File: src/rtl/pad_input_conditioner.sv
// Controller input conditioning: button debounce with press/release pulses and hysteretic axis directions.
// Optional AUTO_REPEAT_EN macro adds per-button auto-repeat pulses while a button is held.
module pad_input_conditioner #(
    parameter int NUM_BUTTONS    = 12,
    parameter int NUM_AXES       = 4,
    parameter int STABLE_SAMPLES = 3,
    parameter int AXIS_ON        = 48,
    parameter int AXIS_OFF       = 32,
    parameter int REPEAT_DELAY   = 30,
    parameter int REPEAT_RATE    = 6
) (
    input  logic                    clk,
    input  logic                    reset,
    input  logic                    sample_valid,
    input  logic [NUM_BUTTONS-1:0]  buttons_raw,
    input  logic [8*NUM_AXES-1:0]   axes_raw,
    output logic [NUM_BUTTONS-1:0]  buttons,
    output logic [NUM_BUTTONS-1:0]  pressed,
    output logic [NUM_BUTTONS-1:0]  released,
    output logic [NUM_AXES-1:0]     dir_pos,
    output logic [NUM_AXES-1:0]     dir_neg,
    output logic [NUM_BUTTONS-1:0]  repeat_pulse,
    output logic                    update
);

    localparam int CW = $clog2(STABLE_SAMPLES) + 1;
    localparam logic signed [8:0] ON_S  = 9'(AXIS_ON);
    localparam logic signed [8:0] OFF_S = 9'(AXIS_OFF);

    if (STABLE_SAMPLES < 1 || AXIS_OFF < 1 || AXIS_OFF > AXIS_ON || AXIS_ON > 127
        || REPEAT_DELAY < 1 || REPEAT_RATE < 1) begin : g_bad_params
        $error("pad_input_conditioner: illegal parameter set");
    end

    logic [NUM_BUTTONS-1:0]         stable_q, stable_d;
    logic [NUM_BUTTONS-1:0]         pressed_q, pressed_d;
    logic [NUM_BUTTONS-1:0]         released_q, released_d;
    logic [NUM_BUTTONS-1:0][CW-1:0] cnt_q, cnt_d;
    logic [NUM_AXES-1:0]            pos_q, pos_d;
    logic [NUM_AXES-1:0]            neg_q, neg_d;
    logic                           update_q;
    logic signed [8:0]              off;

    always_comb begin
        stable_d   = stable_q;
        cnt_d      = cnt_q;
        pressed_d  = '0;
        released_d = '0;
        pos_d      = pos_q;
        neg_d      = neg_q;
        off        = '0;
        if (sample_valid) begin
            for (int b = 0; b < NUM_BUTTONS; b++) begin
                if (buttons_raw[b] == stable_q[b]) begin
                    cnt_d[b] = '0;
                end else if (cnt_q[b] + CW'(1) == CW'(STABLE_SAMPLES)) begin
                    stable_d[b]   = buttons_raw[b];
                    cnt_d[b]      = '0;
                    pressed_d[b]  = buttons_raw[b];
                    released_d[b] = ~buttons_raw[b];
                end else begin
                    cnt_d[b] = cnt_q[b] + CW'(1);
                end
            end
            // Set and clear thresholds are disjoint, so pos and neg cannot both be set.
            for (int a = 0; a < NUM_AXES; a++) begin
                off = $signed({1'b0, axes_raw[8*a +: 8]}) - 9'sd128;
                if (off >= ON_S) begin
                    pos_d[a] = 1'b1;
                end else if (off < OFF_S) begin
                    pos_d[a] = 1'b0;
                end
                if (off <= -ON_S) begin
                    neg_d[a] = 1'b1;
                end else if (off > -OFF_S) begin
                    neg_d[a] = 1'b0;
                end
            end
        end
    end

    always_ff @(posedge clk or posedge reset) begin
        if (reset) begin
            stable_q   <= '0;
            cnt_q      <= '0;
            pressed_q  <= '0;
            released_q <= '0;
            pos_q      <= '0;
            neg_q      <= '0;
            update_q   <= 1'b0;
        end else begin
            stable_q   <= stable_d;
            cnt_q      <= cnt_d;
            pressed_q  <= pressed_d;
            released_q <= released_d;
            pos_q      <= pos_d;
            neg_q      <= neg_d;
            update_q   <= sample_valid;
        end
    end

    assign buttons  = stable_q;
    assign pressed  = pressed_q;
    assign released = released_q;
    assign dir_pos  = pos_q;
    assign dir_neg  = neg_q;
    assign update   = update_q;

`ifdef AUTO_REPEAT_EN
    localparam int RMAX = (REPEAT_DELAY > REPEAT_RATE) ? REPEAT_DELAY : REPEAT_RATE;
    localparam int RW   = $clog2(RMAX + 1);

    logic [NUM_BUTTONS-1:0][RW-1:0] rcnt_q, rcnt_d;
    logic [NUM_BUTTONS-1:0]         armed_q, armed_d;
    logic [NUM_BUTTONS-1:0]         rep_q, rep_d;
    logic [RW-1:0]                  target;

    // Counter restarts at each pulse and never passes its target, so it cannot wrap.
    always_comb begin
        rcnt_d  = rcnt_q;
        armed_d = armed_q;
        rep_d   = '0;
        target  = '0;
        if (sample_valid) begin
            for (int b = 0; b < NUM_BUTTONS; b++) begin
                target = armed_q[b] ? RW'(REPEAT_RATE) : RW'(REPEAT_DELAY);
                if (!stable_d[b] || pressed_d[b]) begin
                    rcnt_d[b]  = '0;
                    armed_d[b] = 1'b0;
                end else if (rcnt_q[b] + RW'(1) == target) begin
                    rcnt_d[b]  = '0;
                    armed_d[b] = 1'b1;
                    rep_d[b]   = 1'b1;
                end else begin
                    rcnt_d[b] = rcnt_q[b] + RW'(1);
                end
            end
        end
    end

    always_ff @(posedge clk or posedge reset) begin
        if (reset) begin
            rcnt_q  <= '0;
            armed_q <= '0;
            rep_q   <= '0;
        end else begin
            rcnt_q  <= rcnt_d;
            armed_q <= armed_d;
            rep_q   <= rep_d;
        end
    end

    assign repeat_pulse = rep_q;
`else
    assign repeat_pulse = '0;
`endif

endmodule

File: config.mk
export PLATFORM = sky130hd
export DESIGN_NAME = pad_input_conditioner
export DESIGN_NICKNAME = d
export VERILOG_FILES = /design/src/rtl/pad_input_conditioner.sv
export SDC_FILE = /design/constraint.sdc
export NUM_CORES = 1
export LEC_CHECK = 0
export CAP_MARGIN = 5
export CORE_MARGIN = 10
export CORE_UTILIZATION = 30
export CTS_CLUSTER_SIZE = 40
export DETAILED_ROUTE_END_ITERATION = 8
export GPL_TIMING_DRIVEN = 0
export MAX_ROUTING_LAYER = met4
export PLACE_DENSITY = 0.49
export SLEW_MARGIN = 0
export SYNTH_ARGS = -nofsm -noshare
export SYNTH_HDL_FRONTEND = slang
export SYNTH_SLANG_ARGS = --single-unit
File: constraint.sdc
create_clock -name clk -period 3.88 [get_ports clk]
set_clock_uncertainty 0.05 [all_clocks]
set_input_delay 0.388 -clock clk [delete_from_list [all_inputs] [get_ports clk]]
set_output_delay 0.388 -clock clk [all_outputs]
set_load 0.01 [all_outputs]
== After elaboration in Yosys (flattened, before gate mapping) ==
Cells that the tools add are included.

* Add/sub/neg operators: 16
* Order comparisons: 16
* Equal/unequal tests: 24
* Muxes and demuxes: 90
* Bitwise operators: 24
* Reductions and logical operators: 28

{| class="wikitable"
|+ Operators by type and width
! cell !! count
|-
| $mux W3 || 24
|-
| $mux W1 || 64
|-
| $add A3 B1 Y3 const B || 12
|-
| $eq A3 B2 Y1 const B || 12
|-
| $ge A9 B7 Y1 const B || 4
|-
| $gt A9 B6 Y1 const B || 4
|-
| $le A9 B7 Y1 const B || 4
|-
| $lt A9 B7 Y1 const B || 4
|-
| $reduce_and A3 Y1 || 12
|-
| $sub A8 B8 Y9 const B || 4
|-
| $mux W12 || 2
|-
| $not A1 Y1 || 24
|-
| $reduce_and A2 Y1 || 8
|-
| $reduce_bool A2 Y1 || 8
|-
| $eq A1 B1 Y1 || 12
|}

* Bits in registers: 81
* Word-level logic and storage cells: 233

== Longest topological paths before layout ==
* Depth in word-level cells: 5
* Gate-level depth with buffers: 5
* Depth with buffers taken out: 4

== Worst setup path after synthesis ==
OpenSTA, ideal clock, no wires.

* Kind: reg2reg
* From: register cnt_q[0] (netlist bit)
* To: register stable_q[0], in the netlist buttons[0]
* Setup time: 0.125 ns
* Data arrival time: 1.192 ns
* Data required time: 3.705 ns
* Path slack: 2.513 ns
* Cell stages (with the launch flop): 5
* Path buffers: 0
* Period minus slack after synthesis: 1.367 ns
* Cell sequence: dfrtp_1 -> ha_1 -> xnor2_1 -> nand3_1 -> mux2_2

* Cells in the longest elaborated chain, start to end: 3

{| class="wikitable"
|+ Ends and longest elaborated chain
! what !! RTL line !! source
|-
| start, declared || 38 || <nowiki>logic [NUM_BUTTONS-1:0][CW-1:0] cnt_q, cnt_d;</nowiki>
|-
| start signal, assigned || 93 || <nowiki>cnt_q <= cnt_d;</nowiki>
|-
| $add A3 B1 Y3 || 56 || <nowiki>end else if (cnt_q[b] + CW'(1) == CW'(STABLE_SAMPLES)) begin</nowiki>
|-
| $eq A3 B2 Y1 || 56 ||
|-
| $reduce_and A3 Y1 (no line) || - ||
|-
| end signal, assigned || 92 || <nowiki>stable_q <= stable_d;</nowiki>
|-
| end, declared || 35 || <nowiki>logic [NUM_BUTTONS-1:0] stable_q, stable_d;</nowiki>
|}

Every way passes these cells.
A chain may end at the register's enable or synchronous reset.

== Worst setup path in the final report ==
* From: register stable_q[2], in the netlist buttons[2]
* To: output buttons[2]

{| class="wikitable"
|+ RTL lines
! what !! RTL line !! source
|-
| end, declared || 17 || <nowiki>output logic [NUM_BUTTONS-1:0] buttons,</nowiki>
|}

No word-level cell between the ends.

==> impl_metrics.toml <==
[synthesis]
synth_top_area_frac = 0.479
synth_top_family_by_area = "simple AND/OR/NAND/NOR gates"
synth_top_area_cell = "dfrtp_1"
async_flop_share = 1.00
synthFlopType = "dfrtp_1"
synth.top_cells.by_area = "dfrtp_1 (48%), ha_1 (7.1%), o32ai_2 (4.6%)"
synth_compound_area_frac = 0.128
synth_cell_types = 23
synth_edf_count = 0
ys.warnings.count = 0
synth_area_per_cell_um2 = 11.0
syn_area_mm2 = 0.00423
synth_fa_ha_area_frac = 0.0710
yosysSeqAreaShare = 0.479
ys_seq_elements = 81
synth_most_common_cell = "dfrtp_1"
yosys-mux-area-fraction = 0.0604
yosys-top-cells-count = "dfrtp_1 (81), inv_1 (45), ha_1 (24), nand3_1 (24), nor3b_1 (24)"
syn_inst = 385
synthXorXnorAreaFrac = 0.0497
synthSimpleGateAreaFrac = 0.136

[clock_tree]
cts_made_buffers = 9
cts_post_setup_buffers_inserted = 0
clock-sinks = 81
clock_latency_ns = 0.34
clock_path_buffers = 2
hold_buffers = 0
cts_root_buffer = "clkbuf_16"
cts_tree = "built"
ctsResizeCount = 0
htree_levels = 3
path_clk_slew_ns = 0.06

[drt]
first_iter_violations = 140
drtPass1Iterations = 4
vias = 3117
drc = 0
wire_per_inst_um = 15.0
viasPerCell = 4.56
ant_nets = 0
wl_um = 10300

[sta]
finalSetupViolations = 0
holdWs_ns = 0.283
max_freq_ghz = 0.567
fin_crit_sh = 0.455
min_period_ns = 1.77
grt_setup_unrepaired = "no"
slew_viol_final = 0
hold_violations = 0
layout_setup_ws_ns = 2.11

[setup_path]
crit_arrival_ns = 1.33
critical-path-top-delay-family = "buffers and inverters"
path_buf_inv = 1
critical_path_class = "flip-flop to output port"
slowest_delay_ns = 0.57
worstPathRequired_ns = 3.44
worstSetupEndpointType = "output port"
crit_fanout = 5
cp_cell_sequence = "clkdlybuf4s50_1"
cp_slowest_cell = "clkdlybuf4s50_1"
cp-start-kind = "flip-flop"

[finish]
syn2layout_area_growth_pct = 35.6
n_antenna_cell = 0
stdcell_count = 683
ff_latch_area_mm2 = 0.00203
multi_input_area_mm2 = 0.00193
fin_nets = 570
final_layout_size_suffix_gt1_frac = 0.123
final.fill_count = 1345

[placement]
gp_congestion = 0.755
dp_slack_ns = 1.82
dpl.hpwl_um = 7510
io_buffers = 91
dp_cells = 668

[floorplan]
die_w_um = 139
ios = 104
rows = 43
initial_core_util = 0.306
coreArea_mm2 = 0.0138
die-area_mm2 = 0.0192
die_h_um = 139

[power]
p_leak_nw = 2.46
power-per-cell-area_mw_per_mm2 = 576
peakVddDrop_uv = 204

[status]
outcome = "completed"

[global_routing]
track_usage = 0.111
grt_max_degree = 66
antenna_found_initial = 0
grt_pass1_vias = 3262
grt_pass1_wl_um = 16900
grt-ovfl-total = 0

[run]
cap_viol_max_count = 0

[min_path]
holdCritPathClass = "primary input to asynchronous set/reset pin"
==> layout make-up <==
type | count | share of cell area
Buffer | 22 | 0.0258
Clock buffer | 12 | 0.0447
Clock inverter | 3 | 0.00698
Inverter | 45 | 0.0299
Multi-Input combinational cell | 248 | 0.336
Sequential cell | 81 | 0.354
Tap cell | 180 | 0.0393
Timing Repair Buffer | 92 | 0.164
==> cell usage in the layout (no fill, tap or decap), types with 8 or more instances in the layout <==
cell type        count
a21boi_0            12
a21oi_1              8
and2_1              12
buf_4               15
clkbuf_16            9
clkdlybuf4s50_1     91
conb_1              12
dfrtp_1             81
ha_1                24
inv_1               44
mux2_2              12
mux2i_1             12
nand2_1             20
nand2b_1            16
nand3_1             24
nor3b_1             24
o21ai_0             12
o31ai_1             12
o32ai_2             12
xnor2_1             12
xor2_1              12
==> sequential cells by signal, indices dropped and copies added (netlist names) <==
signal and cells:
pressed 12, cnt_q 36, update 1, dir_neg 4
buttons 12, released 12, dir_pos 4
==> report_power, final <==
group          switching [mW]  internal [mW]  total [mW]
registers               0.222           1.07        1.30
clock network           0.340          0.528       0.868
logic                   0.525          0.610        1.14
total                    1.09           2.21        3.30
==> path summary, 6_finish.rpt <==
| check | start | end | slack [ns] | depth (start not counted) |
|---|---|---|---|---|
| worst max-delay path | buttons[2] | buttons[2] | 2.11 | 1 |
| worst min-delay path | reset | pressed[3] | 0.28 | 2 |
| worst max register to register | cnt_q[21] | buttons[7] | 2.39 | 4 |
| worst min register to register | cnt_q[35] | cnt_q[35] | 0.44 | 1 |
| max in group asynchronous | reset | released[10] | 2.89 | 3 |
| min in group clk | cnt_q[35] | cnt_q[35] | 0.44 | 1 |
==> through the flow <==
step	utilization	power, mW	setup TNS (ns)	instance area (µm²)
after floorplan	-	2.05	0	4270
after global placement	0.391	2.42	-19.46	5410
after detailed placement	0.393	2.46	0	5440
after CTS	0.415	3.35	0	5730
after global routing	0.415	3.56	0	5730
final	0.415	3.30	0	5730
==> layer usage <==
layer | vias to the layer above | global-route usage | wire length (µm)
met5 | - | - | 0
met1 | 1499 | 0.129 | 4740
met3 | 10 | 0.0346 | 669
met4 | 0 | 0.0560 | 189
li1 | 1524 | - | -
met2 | 84 | 0.171 | 4680
==> logic make-up after synthesis <==
logic type / Yosys count
muxes: 24
DFF: 81
other: 1
AOI/OAI and AO/OA: 64
xor gates and xnor gates: 24
adders and majority gates: 24
and+or+nand+nor: 100
buffers and inverters: 67
Power figures use the tool's default switching activity.
